## config.mk

```make
export PLATFORM = sky130hd
export DESIGN_NAME = cnn_mac_pipe_dsp_flat
export DESIGN_NICKNAME = d
export VERILOG_FILES = /design/src/rtl/cnn_mac_pipe_dsp_pkg.sv /design/src/rtl/cnn_mac_pipe_dsp_if.sv /design/src/rtl/cnn_mac_pipe_dsp_mul_pipe.sv /design/src/rtl/cnn_mac_pipe_dsp.sv /design/src/flat_wrapper.sv
export SDC_FILE = /design/constraint.sdc
export NUM_CORES = 1
export LEC_CHECK = 0
export ABC_CLOCK_PERIOD_IN_PS = 4500
export BUFFER_PORTS_ARGS = -buffer_cell sky130_fd_sc_hd__buf_4
export CORE_ASPECT_RATIO = 0.9
export CORE_MARGIN = 2
export CORE_UTILIZATION = 45
export CTS_CLUSTER_SIZE = 20
export DETAILED_ROUTE_END_ITERATION = 8
export HOLD_SLACK_MARGIN = 0.05
export PLACE_DENSITY_LB_ADDON = 0.3
export SYNTH_ARGS = -nofsm -noshare
export SYNTH_HDL_FRONTEND = slang
export SYNTH_HIERARCHICAL = 1
export SYNTH_SLANG_ARGS = --single-unit
```

## constraint.sdc

```tcl
create_clock -name ap_clk -period 4.5 [get_ports ap_clk]
set_input_delay 0.225 -clock ap_clk [delete_from_list [all_inputs] [get_ports ap_clk]]
set_output_delay 0.225 -clock ap_clk [all_outputs]
set_load 0.02 [all_outputs]
```

## src/rtl/cnn_mac_pipe_dsp_pkg.sv

```systemverilog
// Shared definitions for the CNN MAC datapath: width checks, round/saturate
// helper and the result-format defaults also used by the dense layer.
package cnn_mac_pkg;

  localparam int CNN_FRAC_SHIFT = 6;
  localparam int CNN_OUT_WIDTH  = 16;
  localparam int CNN_CALC_W     = 64;

  typedef struct packed {
    logic signed [CNN_CALC_W-1:0] data;
    logic                         sat;
  } rnd_sat_t;

  // The accumulator must hold a full product and fit the 64-bit rounding path.
  function automatic bit acc_width_ok(input int a_w, input int b_w, input int acc_w);
    return (acc_w >= a_w + b_w) && (acc_w < CNN_CALC_W);
  endfunction

  function automatic rnd_sat_t round_sat(input logic signed [CNN_CALC_W-1:0] acc,
                                         input int shift, input int out_w);
    logic signed [CNN_CALC_W-1:0] v;
    logic signed [CNN_CALC_W-1:0] hi;
    logic signed [CNN_CALC_W-1:0] lo;
    rnd_sat_t res;
    v = acc;
    if (shift > 0) v = v + (64'sd1 <<< (shift - 1));
    v  = v >>> shift;
    hi = (64'sd1 <<< (out_w - 1)) - 64'sd1;
    lo = -hi - 64'sd1;
    res.sat = 1'b1;
    if (v > hi)      res.data = hi;
    else if (v < lo) res.data = lo;
    else begin
      res.data = v;
      res.sat  = 1'b0;
    end
    return res;
  endfunction

endpackage

```

## src/rtl/cnn_mac_pipe_dsp_if.sv

```systemverilog
// Operand/result handshake bundle between the conv/dense loops, the MAC and the output buffer.
interface cnn_mac_pipe_dsp_if #(
  parameter int A_WIDTH   = 14,
  parameter int B_WIDTH   = 8,
  parameter int OUT_WIDTH = 16,
  parameter int CNT_WIDTH = 16
);
  logic                        in_valid;
  logic                        in_ready;
  logic                        in_last;
  logic signed [A_WIDTH-1:0]   a;
  logic signed [B_WIDTH-1:0]   b;
  logic                        out_valid;
  logic                        out_ready;
  logic signed [OUT_WIDTH-1:0] out_data;
  logic                        out_sat;
  logic [CNT_WIDTH-1:0]        out_count;

  modport master (
    output in_valid, in_last, a, b, out_ready,
    input  in_ready, out_valid, out_data, out_sat, out_count
  );

  modport slave (
    input  in_valid, in_last, a, b, out_ready,
    output in_ready, out_valid, out_data, out_sat, out_count
  );
endinterface

```

## src/rtl/cnn_mac_pipe_dsp_mul_pipe.sv

```systemverilog
// Signed multiplier with input register and NUM_STAGE valid/last-tagged product
// registers on one shared enable, laid out to fold into DSP48 A/B, M and P registers.
module cnn_mac_mul_pipe #(
  parameter int A_WIDTH   = 14,
  parameter int B_WIDTH   = 8,
  parameter int NUM_STAGE = 2,
  localparam int P_WIDTH  = A_WIDTH + B_WIDTH
) (
  input  logic                      clk,
  input  logic                      rst,
  input  logic                      i_en,
  input  logic                      i_vld,
  input  logic                      i_last,
  input  logic signed [A_WIDTH-1:0] i_a,
  input  logic signed [B_WIDTH-1:0] i_b,
  output logic                      o_vld,
  output logic                      o_last,
  output logic signed [P_WIDTH-1:0] o_p
);
  logic signed [A_WIDTH-1:0] r_a_p0;
  logic signed [B_WIDTH-1:0] r_b_p0;
  logic                      r_vld_p0;
  logic                      r_last_p0;
  logic signed [P_WIDTH-1:0] r_p_pn [NUM_STAGE];
  logic [NUM_STAGE-1:0]      r_vld_pn;
  logic [NUM_STAGE-1:0]      r_last_pn;
  logic signed [P_WIDTH-1:0] w_prod;

  assign w_prod = r_a_p0 * r_b_p0;

  always_ff @(posedge clk or posedge rst) begin
    if (rst) begin
      r_vld_p0 <= 1'b0;
      r_vld_pn <= '0;
    end else if (i_en) begin
      r_vld_p0    <= i_vld;
      r_vld_pn[0] <= r_vld_p0;
      for (int i = 1; i < NUM_STAGE; i++) r_vld_pn[i] <= r_vld_pn[i-1];
    end
  end

  // p0: operand registers; p1..pN: product registers
  always_ff @(posedge clk) begin
    if (i_en) begin
      r_a_p0       <= i_a;
      r_b_p0       <= i_b;
      r_last_p0    <= i_last;
      r_p_pn[0]    <= w_prod;
      r_last_pn[0] <= r_last_p0;
      for (int i = 1; i < NUM_STAGE; i++) begin
        r_p_pn[i]    <= r_p_pn[i-1];
        r_last_pn[i] <= r_last_pn[i-1];
      end
    end
  end

  assign o_vld  = r_vld_pn[NUM_STAGE-1];
  assign o_last = r_last_pn[NUM_STAGE-1];
  assign o_p    = r_p_pn[NUM_STAGE-1];
endmodule

```

## src/rtl/cnn_mac_pipe_dsp.sv

```systemverilog
// Pipelined signed MAC: one dot product per last-terminated beat sequence,
// rounded half-up, shifted and saturated, with global-stall backpressure.
module cnn_mac_pipe_dsp
  import cnn_mac_pkg::*;
#(
  parameter int A_WIDTH    = 14,
  parameter int B_WIDTH    = 8,
  parameter int NUM_STAGE  = 2,
  parameter int ACC_WIDTH  = 32,
  parameter int FRAC_SHIFT = CNN_FRAC_SHIFT,
  parameter int OUT_WIDTH  = CNN_OUT_WIDTH,
  parameter int CNT_WIDTH  = 16
) (
  input logic              ap_clk,
  input logic              ap_rst,
  cnn_mac_pipe_dsp_if.slave bus
);
  localparam int P_WIDTH = A_WIDTH + B_WIDTH;

  if (!acc_width_ok(A_WIDTH, B_WIDTH, ACC_WIDTH)) begin : g_bad_acc
    $error("ACC_WIDTH must be >= A_WIDTH+B_WIDTH and < 64");
  end
  if (NUM_STAGE < 1 || NUM_STAGE > 4) begin : g_bad_stage
    $error("NUM_STAGE must be in 1..4");
  end
  if (FRAC_SHIFT < 0 || FRAC_SHIFT >= ACC_WIDTH) begin : g_bad_shift
    $error("FRAC_SHIFT must be in 0..ACC_WIDTH-1");
  end

  logic                        w_stall;
  logic                        w_en;
  logic                        w_m_vld;
  logic                        w_m_last;
  logic signed [P_WIDTH-1:0]   w_m_p;
  logic signed [ACC_WIDTH-1:0] w_p_ext;
  logic signed [63:0]          w_acc64;
  rnd_sat_t                    w_rs;
  logic                        w_unused_hi;

  logic signed [ACC_WIDTH-1:0] r_acc;
  logic [CNT_WIDTH-1:0]        r_cnt;
  logic                        r_first;
  logic                        r_fin;
  logic                        r_out_vld;
  logic signed [OUT_WIDTH-1:0] r_out_data;
  logic                        r_out_sat;
  logic [CNT_WIDTH-1:0]        r_out_cnt;

  assign w_stall      = r_out_vld & ~bus.out_ready;
  assign w_en         = ~w_stall;
  assign bus.in_ready = w_en;

  cnn_mac_mul_pipe #(
    .A_WIDTH  (A_WIDTH),
    .B_WIDTH  (B_WIDTH),
    .NUM_STAGE(NUM_STAGE)
  ) u_mul (
    .clk   (ap_clk),
    .rst   (ap_rst),
    .i_en  (w_en),
    .i_vld (bus.in_valid & w_en),
    .i_last(bus.in_last),
    .i_a   (bus.a),
    .i_b   (bus.b),
    .o_vld (w_m_vld),
    .o_last(w_m_last),
    .o_p   (w_m_p)
  );

  assign w_p_ext     = ACC_WIDTH'(w_m_p);
  assign w_acc64     = 64'(r_acc);
  assign w_rs        = round_sat(w_acc64, FRAC_SHIFT, OUT_WIDTH);
  assign w_unused_hi = ^w_rs.data[63:OUT_WIDTH];

  // accumulate stage: r_fin marks that r_acc/r_cnt now hold a finished dot product
  always_ff @(posedge ap_clk or posedge ap_rst) begin
    if (ap_rst) begin
      r_acc   <= '0;
      r_cnt   <= '0;
      r_first <= 1'b1;
      r_fin   <= 1'b0;
    end else if (w_en) begin
      r_fin <= w_m_vld & w_m_last;
      if (w_m_vld) begin
        if (r_first) begin
          r_acc <= w_p_ext;
          r_cnt <= CNT_WIDTH'(1);
        end else begin
          r_acc <= r_acc + w_p_ext;
          r_cnt <= r_cnt + CNT_WIDTH'(1);
        end
        r_first <= w_m_last;
      end
    end
  end

  // output stage
  always_ff @(posedge ap_clk or posedge ap_rst) begin
    if (ap_rst) begin
      r_out_vld  <= 1'b0;
      r_out_data <= '0;
      r_out_sat  <= 1'b0;
      r_out_cnt  <= '0;
    end else if (w_en) begin
      r_out_vld <= r_fin;
      if (r_fin) begin
        r_out_data <= w_rs.data[OUT_WIDTH-1:0];
        r_out_sat  <= w_rs.sat;
        r_out_cnt  <= r_cnt;
      end
    end
  end

  assign bus.out_valid = r_out_vld;
  assign bus.out_data  = r_out_data;
  assign bus.out_sat   = r_out_sat;
  assign bus.out_count = r_out_cnt;
endmodule
```

## src/flat_wrapper.sv

```systemverilog
// flat-port wrapper written by rule: the top's interface ports become plain ports
module cnn_mac_pipe_dsp_flat import cnn_mac_pkg::*;
#(
  parameter int A_WIDTH    = 14,
  parameter int B_WIDTH    = 8,
  parameter int NUM_STAGE  = 2,
  parameter int ACC_WIDTH  = 32,
  parameter int FRAC_SHIFT = CNN_FRAC_SHIFT,
  parameter int OUT_WIDTH  = CNN_OUT_WIDTH,
  parameter int CNT_WIDTH  = 16
)
  (ap_clk, ap_rst, bus_in_valid, bus_in_last, bus_a, bus_b, bus_out_ready, bus_in_ready, bus_out_valid, bus_out_data, bus_out_sat, bus_out_count);
  cnn_mac_pipe_dsp_if #(.A_WIDTH(A_WIDTH), .B_WIDTH(B_WIDTH), .OUT_WIDTH(OUT_WIDTH), .CNT_WIDTH(CNT_WIDTH)) bus_i ();
  input logic ap_clk;
  input logic ap_rst;
  input wire logic [$bits(bus_i.in_valid)-1:0] bus_in_valid;
  input wire logic [$bits(bus_i.in_last)-1:0] bus_in_last;
  input wire logic [$bits(bus_i.a)-1:0] bus_a;
  input wire logic [$bits(bus_i.b)-1:0] bus_b;
  input wire logic [$bits(bus_i.out_ready)-1:0] bus_out_ready;
  output wire logic [$bits(bus_i.in_ready)-1:0] bus_in_ready;
  output wire logic [$bits(bus_i.out_valid)-1:0] bus_out_valid;
  output wire logic [$bits(bus_i.out_data)-1:0] bus_out_data;
  output wire logic [$bits(bus_i.out_sat)-1:0] bus_out_sat;
  output wire logic [$bits(bus_i.out_count)-1:0] bus_out_count;
  assign bus_i.in_valid = bus_in_valid;
  assign bus_i.in_last = bus_in_last;
  assign bus_i.a = bus_a;
  assign bus_i.b = bus_b;
  assign bus_i.out_ready = bus_out_ready;
  assign bus_in_ready = bus_i.in_ready;
  assign bus_out_valid = bus_i.out_valid;
  assign bus_out_data = bus_i.out_data;
  assign bus_out_sat = bus_i.out_sat;
  assign bus_out_count = bus_i.out_count;
  cnn_mac_pipe_dsp #(.A_WIDTH(A_WIDTH), .B_WIDTH(B_WIDTH), .NUM_STAGE(NUM_STAGE), .ACC_WIDTH(ACC_WIDTH), .FRAC_SHIFT(FRAC_SHIFT), .OUT_WIDTH(OUT_WIDTH), .CNT_WIDTH(CNT_WIDTH)) u_core (.ap_clk(ap_clk), .ap_rst(ap_rst), .bus(bus_i));
endmodule
```

==> flow_metrics.tcl <==
set metrics [dict create \
    outcome "finished clean" \
    layout.cells.non_filler 1736 \
    drive_gt1_share_pct 20.04 \
    synth_fp_nets 1438 \
    clockBufferDepth 2 \
    setup_viol 0 \
    slew_headroom_pct 31.71 \
    fin_crit_sh_pct 97.43 \
    diodes 0 \
    htreeDepth 4 \
    synth_top_family_by_area "adder cells" \
    root_buffer "clkbuf_16" \
    cap_violations 0 \
    synth-xor-area-share_pct 4.897 \
    drc 0 \
    grt_pass1_wl_mm 43.84 \
    ys_types 75 \
    cp-start-kind "flop" \
    port_buffers 61 \
    fin_area_sq_um 14570 \
    hold_viol 0 \
    synth.avg_cell_area_sq_um 9.769 \
    synth-simple-area-share_pct 15.96 \
    synthTopCellsByCount "nand2_1, inv_1, fa_1" \
    synthFlopType "dfrtp_1" \
    cts_buffers 17 \
    synthMostInstantiatedCell "nand2_1" \
    cp.arrival_ns 4.57 \
    fin_nets 1562 \
    fin_util_pct 54.32 \
    synth_top_cells_by_area "dfrtp_1, edfxtp_1, fa_1, ha_1, nand2_1" \
    dp_cells 1643 \
    seq_area_frac_synth_pct 34.94 \
    worstSetupEndpointType "flop" \
    die_h_microns 160.0 \
    clk_pin_slew_worst_paths_ns 0.08 \
    first_pass_iters 5 \
    fin_skew_ns 0.01570 \
    grt_pass1_vias 9132 \
    hpwl_mm 17.75 \
    areaGrowthSynthToFinish_pct 19.75 \
    grt_max_degree 79 \
    worstSetupPathType "reg -> reg" \
    synthArstFlopShare_pct 55.77 \
    synth_top_area_share_pct 17.69 \
    synth_top_area_cell "dfrtp_1" \
    place_area_sq_um 13060 \
    hold_path.class "in -> reg" \
    slew_violations 0 \
    boundaryPins 62 \
    start_util_pct 45.36 \
    gp_congestion 0.8375 \
    grtUsageTotal_pct 19.10 \
    reg2reg_setup_slack_ns 0.12 \
    vias 9011 \
    viasPerCell 5.191 \
    crit_required_ns 4.68 \
    synthCells 1245 \
    worst_pin_slew_ns 1.024 \
    max_freq_mhz 228.1 \
    clkLatencyLatePin_ns 0.44 \
    synth_compound_area_share_pct 13.09 \
    synthMuxAreaShare_pct 0.9361 \
    core_area_sq_um 26820 \
    whs_ns 0.1301 \
    drtIter0Drc 563 \
    ys_ff_latch 156 \
    die_w_microns 177.3 \
    worstPathMaxFanout 5 \
    rows 57 \
    postRouteAntennaNets 0 \
    antenna_found_initial 0 \
    grt_overflow_total 0 \
    clkSinkCount 156 \
    syn-cell-area_sq_um 12160 \
    wirelength_mm 25.35 \
    die-area_sq_um 28360 \
    wire_per_inst_microns 14.60 \
    synthAdderAreaFrac_pct 22.75 \
    synth_edf_count 69 \
    tritoncts "built" \
    yosys_warnings 6 \
    fin_crit_ns 4.384 \
]
[per-layer routing]
layer / global-route usage (%) / vias to the layer above / share of wire (%)
li1: - / 4411 / -
met1: 25.91 / 4416 / 47
met2: 32.10 / 158 / 48
met3: 2.714 / 26 / 3.2
met4: 5.179 / 0 / 1.4
met5: 0 / - / 0
[per-stage QoR]
step	setup TNS [ns]	setup slack [ns]
after CTS	0	0.008999
after global routing	-0.05393	-0.01848
after global placement	-0.06743	-0.03138
after detailed placement	-0.5327	-0.1372
after floorplan	0	0.01674
final	0	0.1158
[cell type report]
class	count	area, sq um
clock buffers	17	425.4
flip-flops and latches	156	4250
fillers	2304	12250
inverters	138	521.8
well taps	354	442.9
repair buffers	171	1384
clock inverters	15	190.2
multi-input cells	885	7351
[worst max-delay path, stage by stage (launching register included)]
cell	delay, ns
edfxtp_1	0.48
buf_6	0.17
and2_4	0.13
fa_1	0.53
fa_1	0.44
fa_1	0.52
inv_2	0.04
fa_1	0.51
inv_2	0.05
ha_4	0.23
a21o_1	0.19
o21bai_4	0.19
o2111ai_4	0.24
nand2_2	0.14
a31oi_2	0.19
xnor2_1	0.09
[kinds of logic after synthesis]
family	after synthesis
and+or+nand+nor	397
AOI/OAI and AO/OA	243
buffers and inverters	204
adders and majority gates	166
DFF	156
xor gates and xnor gates	68
muxes	11
[registers in the layout, indices dropped and copies added (netlist names), 2 cells and up]
register and cells:
u_core/r_acc 32, u_core/u_mul/r_b_p0 8, u_core/u_mul/r_a_p0 14, u_core/u_mul/r_p_pn 44, u_core/r_cnt 16, u_core/bus.out_count 16, u_core/u_mul/r_vld_pn 2, u_core/u_mul/r_last_pn 2
u_core/bus.out_data 16
[layout by cell type (no fill, tap or decap), types with 18 or more instances in the layout]
cell type,count
buf_4,136
a21o_1,21
nand2_1,159
fa_1,89
inv_1,124
o21ai_0,54
a21oi_1,64
and3_1,18
nor2_1,65
dlygate4sd3_1,24
xnor2_1,51
edfxtp_1,69
and2_1,70
dfrtp_1,86
ha_1,58
[worst paths after layout]
| check | depth (start not counted) | end | from |
|---|---|---|---|
| worst max-delay path | 15 | u_core/u_mul/r_p_pn[0][17] | u_core/u_mul/r_b_p0[5] |
| worst min-delay path | 3 | u_core/u_mul/r_vld_p0 | bus_in_valid |
| worst max register to register | 15 | u_core/u_mul/r_p_pn[0][17] | u_core/u_mul/r_b_p0[5] |
| worst min register to register | 0 | u_core/u_mul/r_p_pn[0][27] | u_core/u_mul/r_p_pn[0][5] |
| max in group asynchronous | 4 | u_core/bus.out_data[8] | ap_rst |
| min in group asynchronous | 3 | u_core/u_mul/r_vld_pn[0] | ap_rst |
[repair_timing]
action,4_1_cts,5_1_grt
setup endpoints to repair,9,11
gates resized for setup,13,72
setup buffers,20,18
hold buffers,24,0
endpoints found under the hold margin,70,0
pin swaps,16,71
Power is left out: the tool's default activity adds up to more than one toggle a clock period on the data nets, which glitch-free logic cannot reach.
